File: src/rtl/vga_pkg.sv
// vga_pkg
// Shared definitions for the VGA raster timing generator and the sprite and
// palette blocks that consume its coordinates.
//   - Default 640x480 @ 60 Hz timing set (25 MHz pixel clock)
//   - coord_t  : 10-bit unsigned raster coordinate
//   - colour_t : 4-bit colour channel, rgb_t groups the three channels
//   - in_window: half-open range test used by the sync and visible decodes
package vga_pkg;

    localparam int COORD_W   = 10;
    localparam int MAX_TOTAL = 1 << COORD_W;

    localparam int DEF_H_VISIBLE = 640;
    localparam int DEF_H_FP      = 16;
    localparam int DEF_H_SYNC    = 96;
    localparam int DEF_H_BP      = 48;

    localparam int DEF_V_VISIBLE = 480;
    localparam int DEF_V_FP      = 10;
    localparam int DEF_V_SYNC    = 2;
    localparam int DEF_V_BP      = 33;

    typedef logic [COORD_W-1:0] coord_t;
    typedef logic [3:0]         colour_t;

    typedef struct packed {
        colour_t red;
        colour_t green;
        colour_t blue;
    } rgb_t;

    // True when lo <= c < hi. Done in int so a lower bound of zero does not
    // turn into an always-true unsigned compare.
    function automatic logic in_window(input coord_t c, input int lo, input int hi);
        return (int'(c) >= lo) && (int'(c) < hi);
    endfunction

endpackage

File: src/rtl/vga_axis_counter.sv
// vga_axis_counter
// One raster axis: a wrapping counter plus its sync and visible decode.
// The top instantiates it once for the horizontal axis and once for the
// vertical axis, with the vertical axis advanced by the horizontal wrap.
// Ports:
//   clk          in   rising-edge clock
//   rst_n        in   asynchronous active-low reset
//   advance      in   step the counter on this edge
//   count        out  registered position (0..TOTAL-1)
//   sync_n       out  registered active-low sync, aligned with count
//   next_count   out  value count takes at the next edge
//   next_visible out  visible decode of next_count
//   wrap         out  counter is stepping from TOTAL-1 to 0 this edge
module vga_axis_counter
    import vga_pkg::*;
#(
    parameter int VISIBLE = DEF_H_VISIBLE,
    parameter int FP      = DEF_H_FP,
    parameter int SYNC    = DEF_H_SYNC,
    parameter int BP      = DEF_H_BP
) (
    input  logic               clk,
    input  logic               rst_n,
    input  logic               advance,
    output logic [COORD_W-1:0] count,
    output logic               sync_n,
    output logic [COORD_W-1:0] next_count,
    output logic               next_visible,
    output logic               wrap
);

    localparam int TOTAL      = VISIBLE + FP + SYNC + BP;
    localparam int SYNC_START = VISIBLE + FP;
    localparam int SYNC_END   = SYNC_START + SYNC;

    coord_t count_q, count_d;
    logic   sync_n_q, sync_n_d;
    logic   at_last;

    // The sync decode is taken from the next count so it lands on the same
    // edge as the coordinate it describes. With advance low the recomputed
    // values equal the held ones, so everything simply holds.
    always_comb begin
        at_last      = (count_q == coord_t'(TOTAL - 1));
        count_d      = count_q;
        if (advance) begin
            count_d = at_last ? '0 : count_q + 1'b1;
        end
        sync_n_d     = !in_window(count_d, SYNC_START, SYNC_END);
        next_visible = in_window(count_d, 0, VISIBLE);
        wrap         = advance && at_last;
    end

    always_ff @(posedge clk or negedge rst_n) begin
        if (!rst_n) begin
            count_q  <= '0;
            sync_n_q <= 1'b1;
        end else begin
            count_q  <= count_d;
            sync_n_q <= sync_n_d;
        end
    end

    assign count      = count_q;
    assign sync_n     = sync_n_q;
    assign next_count = count_d;

endmodule

File: src/rtl/vga_timing_gen.sv
// vga_timing_gen
// Raster timing generator for the sprite/ROM display path.
// Ports:
//   vga_clk      in   pixel clock, all logic on the rising edge
//   reset_n      in   asynchronous active-low reset
//   pix_en       in   pixel-advance enable; everything holds while low
//   DrawX        out  horizontal position (0..H_TOTAL-1)
//   DrawY        out  vertical position (0..V_TOTAL-1)
//   blank        out  1 = visible pixel, drive colour; 0 = blanking
//   hs, vs       out  active-low horizontal / vertical sync
//   line_start   out  one-cycle pulse when DrawX==0 is entered
//   frame_start  out  one-cycle pulse when (0,0) is entered
//   frame_count  out  frames completed since reset, wraps at 0xFFFF
// Every output is registered and describes the DrawX/DrawY shown in the same
// cycle, so a negedge ROM read has data ready by the next rising edge.
module vga_timing_gen
    import vga_pkg::*;
#(
    parameter int H_VISIBLE = DEF_H_VISIBLE,
    parameter int H_FP      = DEF_H_FP,
    parameter int H_SYNC    = DEF_H_SYNC,
    parameter int H_BP      = DEF_H_BP,
    parameter int V_VISIBLE = DEF_V_VISIBLE,
    parameter int V_FP      = DEF_V_FP,
    parameter int V_SYNC    = DEF_V_SYNC,
    parameter int V_BP      = DEF_V_BP
) (
    input  logic               vga_clk,
    input  logic               reset_n,
    input  logic               pix_en,
    output logic [COORD_W-1:0] DrawX,
    output logic [COORD_W-1:0] DrawY,
    output logic               blank,
    output logic               hs,
    output logic               vs,
    output logic               line_start,
    output logic               frame_start,
    output logic [15:0]        frame_count
);

    localparam int H_TOTAL = H_VISIBLE + H_FP + H_SYNC + H_BP;
    localparam int V_TOTAL = V_VISIBLE + V_FP + V_SYNC + V_BP;

    // Both axes live in 10-bit counters; reject timings that cannot fit.
    generate
        if ((H_TOTAL > MAX_TOTAL) || (V_TOTAL > MAX_TOTAL)) begin : g_bad_total
            $error("vga_timing_gen: H_TOTAL and V_TOTAL must not exceed 1024");
        end
    endgenerate

    coord_t h_count, h_next, v_count, v_next;
    logic   h_sync_n, v_sync_n;
    logic   h_next_visible, v_next_visible;
    logic   h_wrap, v_wrap;

    vga_axis_counter #(
        .VISIBLE (H_VISIBLE),
        .FP      (H_FP),
        .SYNC    (H_SYNC),
        .BP      (H_BP)
    ) u_h_axis (
        .clk          (vga_clk),
        .rst_n        (reset_n),
        .advance      (pix_en),
        .count        (h_count),
        .sync_n       (h_sync_n),
        .next_count   (h_next),
        .next_visible (h_next_visible),
        .wrap         (h_wrap)
    );

    vga_axis_counter #(
        .VISIBLE (V_VISIBLE),
        .FP      (V_FP),
        .SYNC    (V_SYNC),
        .BP      (V_BP)
    ) u_v_axis (
        .clk          (vga_clk),
        .rst_n        (reset_n),
        .advance      (h_wrap),
        .count        (v_count),
        .sync_n       (v_sync_n),
        .next_count   (v_next),
        .next_visible (v_next_visible),
        .wrap         (v_wrap)
    );

    logic        running_q, running_d;
    logic        blank_q, blank_d;
    logic        line_start_q, line_start_d;
    logic        frame_start_q, frame_start_d;
    logic [15:0] frame_count_q, frame_count_d;

    // Pulses need an enabled advance into column 0, so a held pix_en can
    // never repeat one. The very first enabled edge moves to column 1, so no
    // pulse fires until the raster next wraps. v_wrap already implies h_wrap,
    // i.e. the single edge taking (last,last) back to (0,0).
    always_comb begin
        running_d     = running_q | pix_en;
        blank_d       = running_d & h_next_visible & v_next_visible;
        line_start_d  = pix_en & (h_next == '0);
        frame_start_d = line_start_d & (v_next == '0);
        frame_count_d = frame_count_q + {15'd0, v_wrap};
    end

    always_ff @(posedge vga_clk or negedge reset_n) begin
        if (!reset_n) begin
            running_q     <= 1'b0;
            blank_q       <= 1'b0;
            line_start_q  <= 1'b0;
            frame_start_q <= 1'b0;
            frame_count_q <= '0;
        end else begin
            running_q     <= running_d;
            blank_q       <= blank_d;
            line_start_q  <= line_start_d;
            frame_start_q <= frame_start_d;
            frame_count_q <= frame_count_d;
        end
    end

    assign DrawX       = h_count;
    assign DrawY       = v_count;
    assign hs          = h_sync_n;
    assign vs          = v_sync_n;
    assign blank       = blank_q;
    assign line_start  = line_start_q;
    assign frame_start = frame_start_q;
    assign frame_count = frame_count_q;

endmodule
File: config.mk
export PLATFORM = sky130hd
export DESIGN_NAME = vga_timing_gen
export DESIGN_NICKNAME = d
export VERILOG_FILES = /design/src/rtl/vga_pkg.sv /design/src/rtl/vga_axis_counter.sv /design/src/rtl/vga_timing_gen.sv
export SDC_FILE = /design/constraint.sdc
export NUM_CORES = 1
export LEC_CHECK = 0
export CAP_MARGIN = 25
export CORE_AREA = 2 2 73 75
export DETAILED_ROUTE_END_ITERATION = 16
export DIE_AREA = 0 0 75 77
export PLACE_DENSITY = 0.79
export RECOVER_POWER = 50
export SLEW_MARGIN = 5
export SYNTH_ARGS = -nofsm -noshare
export SYNTH_HDL_FRONTEND = slang
export SYNTH_HIERARCHICAL = 1
export SYNTH_SLANG_ARGS = --single-unit
File: constraint.sdc
create_clock -name vga_clk -period 2.7 [get_ports vga_clk]
set_clock_uncertainty 0.1 [all_clocks]
set_input_delay 0.54 -clock vga_clk [delete_from_list [all_inputs] [get_ports vga_clk]]
set_output_delay 0.54 -clock vga_clk [all_outputs]
set_load 0.02 [all_outputs]
After elaboration in Yosys (flattened, before gate mapping)
Index checks and enable logic that the tools add are counted.
- bitwise operators: 5
- $lt $le $gt $ge: 6
- $add $sub $neg: 3
- equal/unequal tests: 2
- multiplexer cells: 4
- reduce and logical (&&, ||, !) cells: 8
- operators with widths (cell ; number):
    10-bit 2-to-1 mux ; 4
    10-bit by 1-bit adder with 10-bit output, second input constant ; 2
    10-bit equality test, second input constant ; 2
    10-bit logical NOT ; 2
    10-bit < comparator, second input constant ; 2
    10-bit by 9-bit < comparator with 1-bit output, second input constant ; 2
    16-bit by 1-bit adder with 16-bit output ; 1
    10-bit greater-or-equal comparator, second input constant ; 1
    10-bit by 9-bit greater-or-equal comparator with 1-bit output, second input constant ; 1
    1-bit bitwise AND ; 4
    1-bit logical AND ; 4
    1-bit logical NOT ; 2
    1-bit bitwise OR ; 1
- bits in registers: 42
- input port bits: 3
- output and inout port bits: 41

Logic depth before layout (Yosys ltp)
- word-level depth: 6
- mapped depth: 12
- depth with buffers taken out: 11

Cells and area by module
The synthesis kept the hierarchy.
- modules (own cells, without submodules) (module ; area an instance (um2) ; times used ; cells an instance):
    vga_timing_gen ; 855.8 ; 1 ; 72
    vga_axis_counter (u_v_axis) ; 733.2 ; 1 ; 77
    vga_axis_counter (u_h_axis) ; 639.4 ; 1 ; 67

Worst setup path after synthesis
Ideal clock, no wire load.
- path type: flip-flop to flip-flop
- start point: register u_h_axis.count_q[0] (netlist: u_h_axis/count[0])
- end point: register frame_start_q (netlist: frame_start)
- arrival time: 2.727 ns
- cell stages (with the launch flop): 12
- data required time: 2.533 ns
- period minus slack after synthesis: 2.893 ns
- path buffers: 0
- path slack: -0.193 ns
- library setup time: 0.067 ns
- cells stage by stage: dfrtp_1 -> ha_1 -> nand4_1 -> nor2_1 -> nand3_1 -> nor4_4 -> xnor2_1 -> a21o_1 -> inv_1 -> or4_1 -> nor3_1 -> and3_1
- RTL lines (element ; line ; source):
    start: declaration ; vga_axis_counter.sv:36 ; coord_t count_q, count_d;
    start signal: assignment ; vga_axis_counter.sv:59 ; count_q <= count_d;
    10-bit equality test ; vga_axis_counter.sv:44 ; at_last = (count_q == coord_t'(TOTAL - 1));
    1-bit logical AND ; vga_axis_counter.sv:51 ; wrap = advance && at_last;
    via h_wrap ; vga_timing_gen.sv:54 ; logic h_wrap, v_wrap;
    10-bit 2-to-1 mux ; vga_axis_counter.sv:46 ; if (advance) begin
    via v_next[9] ; vga_timing_gen.sv:51 ; coord_t h_count, h_next, v_count, v_next;
    10-bit logical NOT ; vga_timing_gen.sv:102 ; frame_start_d = line_start_d & (v_next == '0);
    1-bit bitwise AND ; vga_timing_gen.sv:102 ;
    via frame_start_d ; vga_timing_gen.sv:91 ; logic frame_start_q, frame_start_d;
    end signal: assignment ; vga_timing_gen.sv:117 ; frame_start_q <= frame_start_d;
    end: declaration ; vga_timing_gen.sv:91 ;
The timed path passes the listed nets, and every way through them passes these cells.

Worst setup path after layout
- start point: register u_h_axis.count_q[6] (netlist: u_h_axis/count[6])
- end point: register frame_start_q (netlist: frame_start)
Same word-level chain as after synthesis.

==> impl_metrics.json <==
{
  "crit_arrival_ns": 2.85,
  "end_kind": "flop",
  "grt-busiest-layer": "met1",
  "drc": 0,
  "nets": 306,
  "violations": "negative setup slack",
  "synth_cell_types": 50,
  "pwr-share-comb_pct": 20.9,
  "core_um2": 4980,
  "netSwitchingFraction_pct": 28.1,
  "place_hpwl_mm": 3.92,
  "cts_root_buf": "clkbuf_8",
  "rr_startpoint": "u_h_axis/count[6]",
  "dr_total_vias": 1944,
  "cts_sinks": 42,
  "yosysWarningCount": 6,
  "grt_util_met1_pct": 29.2,
  "via_per_inst": 5.27,
  "p_int_mw": 1.11,
  "syn_to_final_growth_pct": 42.7,
  "synth_cells": 216,
  "grt_usage_pct": 19.8,
  "worst_pin_slew_ns": 0.720,
  "p_total_mw": 1.55,
  "power.switching_mw": 0.436,
  "drt_wl_total_mm": 5.41,
  "dieArea_um2": 5780,
  "grtUsageMet2_pct": 28.8,
  "seqPwrFrac_pct": 46.4,
  "die_x_um": 75,
  "instances_no_fill": 369,
  "max_freq_mhz": 368,
  "gp_congestion": 0.902,
  "placed_cells": 352,
  "drive_gt1_share_pct": 24.7,
  "netlist.area_leader.share_pct": 44.9,
  "period_needed_ns": 2.72,
  "die_h_um": 77,
  "clockPowerShare_pct": 32.7,
  "cts_tree": "yes",
  "finalWorstSetupSlack_ns": -0.0189,
  "synth_area_per_cell_um2": 10.3,
  "dpl_cell_area_um2": 2950,
  "start_kind": "flop",
  "drtPass1Iterations": 4,
  "top_level_ports": 44,
  "numCtsBuffers": 5,
  "drt_iter0_markers": 137,
  "worstPathRequired_ns": 2.83,
  "grt_pass1_wl_mm": 8.83,
  "ant_nets": 0,
  "yosysTopAreaCell": "dfrtp_1",
  "grt_pass1_vias": 1774,
  "synth_area_leaders": "dfrtp_1 45%, xnor2_1 5.9%, xor2_1 5.1%",
  "rsz0062_at_grt": "true",
  "path_class": "flop to flop",
  "min_path_type": "input pin to async pin",
  "slew_headroom_pct": 52.0,
  "rr_endpoint": "frame_start",
  "yosysSeqAreaShare_pct": 47.3,
  "ys_seq_elements": 42,
  "p_per_area_nw_per_um2": 488,
  "grt_max_degree": 31,
  "max_cap_violations": 0,
  "reg2reg_slack_ns": -0.02,
  "period_share_pct": 101,
  "clkLatencyLatePin_ns": 0.29,
  "run_status": "complete, but fails checks",
  "finalHoldViolCount": 0,
  "numPortBuffers": 43,
  "htreeDepth": 2,
  "syn_nets": 224,
  "design_area_um2": 3180,
  "clkTransAtPathRegs_ns": 0.08,
  "final_common_cell": "clkdlybuf4s50_1",
  "final_cell_mix": "41 x clkdlybuf4s50_1, 36 x buf_4, 34 x dfrtp_1",
  "initial_utilization_pct": 44.8,
  "path_max_fanout": 3,
  "row_count": 26,
  "syn_area_um2": 2230,
  "use_met3_pct": 4.73,
  "power_leakage_nw": 1.38,
  "ff2ff_path_depth": 11,
  "vdd_ir_drop_max_v": 0.000320,
  "clk_path_buf_depth": 2,
  "slew_violations": 0,
  "wire_per_inst_um": 14.7,
  "grt_overflow_total": 0,
  "antenna_found_initial": 0,
  "num_antenna_cells": 0,
  "setup_violations": 1
}
## power by group through the flow
stage | registers [mW] | logic [mW] | clock network, mW
floorplan | 0.761 | 0.141 | 0
global placement | 0.724 | 0.303 | 0
detailed placement | 0.725 | 0.310 | 0
CTS | 0.714 | 0.310 | 0.517
global route | 0.726 | 0.354 | 0.552
finish | 0.720 | 0.324 | 0.507
## through the flow
step	TNS [ns]	utilization (%)	hold slack (ns)	setup slack, ns
finish	-0.0189	63.9	0.152	-0.0189
global route	-0.195	63.9	0.208	-0.133
CTS	0	61.5	0.0170	0.00826
detailed placement	-1.27	59.2	0.332	-0.273
global placement	-0.762	59.2	0.333	-0.157
floorplan	-0.0162	-	0.144	-0.0162
## area by class of cell
| class | instances | area (um^2) |
|---|---|---|
| tap | 70 | 87.6 |
| timing repair buffer | 82 | 707 |
| clock inverter | 1 | 30.0 |
| fill | 395 | 1800 |
| inverter | 10 | 37.5 |
| multi-input combinational | 157 | 1170 |
| sequential | 42 | 1060 |
| clock buffer | 7 | 86.3 |
## cell families (layout without fill, tap and decap cells)
group / after synthesis / in the layout / synth area share (%)
flops: 42 / 42 / 47.3
fa+ha+maj: 5 / 5 / 2.81
compound gates: 25 / 25 / 7.58
xor+xnor: 28 / 28 / 11.0
simple gates: 98 / 98 / 26.9
buf+inv: 17 / 100 / 3.99
mux: 1 / 1 / 0.449
## timing repair
| item | in CTS | in global routing |
|---|---|---|
| hold buffers | 0 | 0 |
| setup buffers | 0 | 9 |
| resized for setup | 0 | 15 |
| endpoints found under the setup margin | 0 | 4 |
## per-layer routing
layer | part of all wire (%) | vias up | routed length, um
li1 | - | 935 | -
met1 | 46 | 944 | 2480
met2 | 49 | 61 | 2640
met3 | 4.7 | 4 | 252
met4 | 0.70 | 0 | 38
met5 | 0 | - | 0
## flip-flops by register name, indices dropped and copies added, names as in the netlist
signal and cells:
u_v_axis/sync_n 1, u_v_axis/count 10, blank 1, frame_count 16, running_q 1, u_h_axis/count 10
line_start 1, u_h_axis/sync_n 1, frame_start 1
## critical path, cell delays in order (launching register included)
cell	delay, ns
dfrtp_2	0.40
and4bb_1	0.33
nand3_4	0.11
nor2_4	0.15
nand3_4	0.12
nor4_4	0.30
xnor2_1	0.18
a21o_1	0.14
inv_2	0.04
or4_4	0.47
nor3_2	0.15
and3_1	0.17
## worst max-delay path by stage
| stage | slack [ns] | cells past startpoint | endpoint | from |
|---|---|---|---|---|
| 2_1_floorplan | -0.02 | 12 | frame_start | u_h_axis/count[5] |
| 3_3_place_gp | -0.16 | 11 | frame_start | pix_en |
| 3_5_place_dp | -0.27 | 11 | frame_start | pix_en |
| 4_1_cts | 0.008 | 11 | frame_start | pix_en |
| 5_1_grt | -0.13 | 11 | frame_start | u_h_axis/count[6] |
| 6_report | -0.02 | 11 | frame_start | u_h_axis/count[6] |
## Yosys cell counts (all sizes together)
| master | n |
|---|---|
| a2111o | 1 |
| a211o | 1 |
| a21o | 3 |
| a21oi | 2 |
| a22o | 1 |
| a31oi | 1 |
| a32oi | 1 |
| and2 | 3 |
| and3 | 5 |
| and4 | 1 |
| and4bb | 1 |
| buf | 6 |
| clkbuf | 1 |
| dfrtp | 40 |
| dfstp | 2 |
| ha | 5 |
| inv | 10 |
| mux2i | 1 |
| nand2 | 15 |
| nand3 | 18 |
| nand3b | 2 |
| nand4 | 7 |
| nor2 | 19 |
| nor2b | 1 |
| nor3 | 9 |
| nor3b | 1 |
| nor4 | 9 |
| nor4b | 4 |
| o21ai | 9 |
| o21ba | 1 |
| o22ai | 2 |
| o31a | 1 |
| o31ai | 1 |
| o32ai | 1 |
| or2 | 1 |
| or3b | 1 |
| or4 | 1 |
| xnor2 | 15 |
| xor2 | 13 |
No activity file was read; power rests on OpenSTA's default activity.
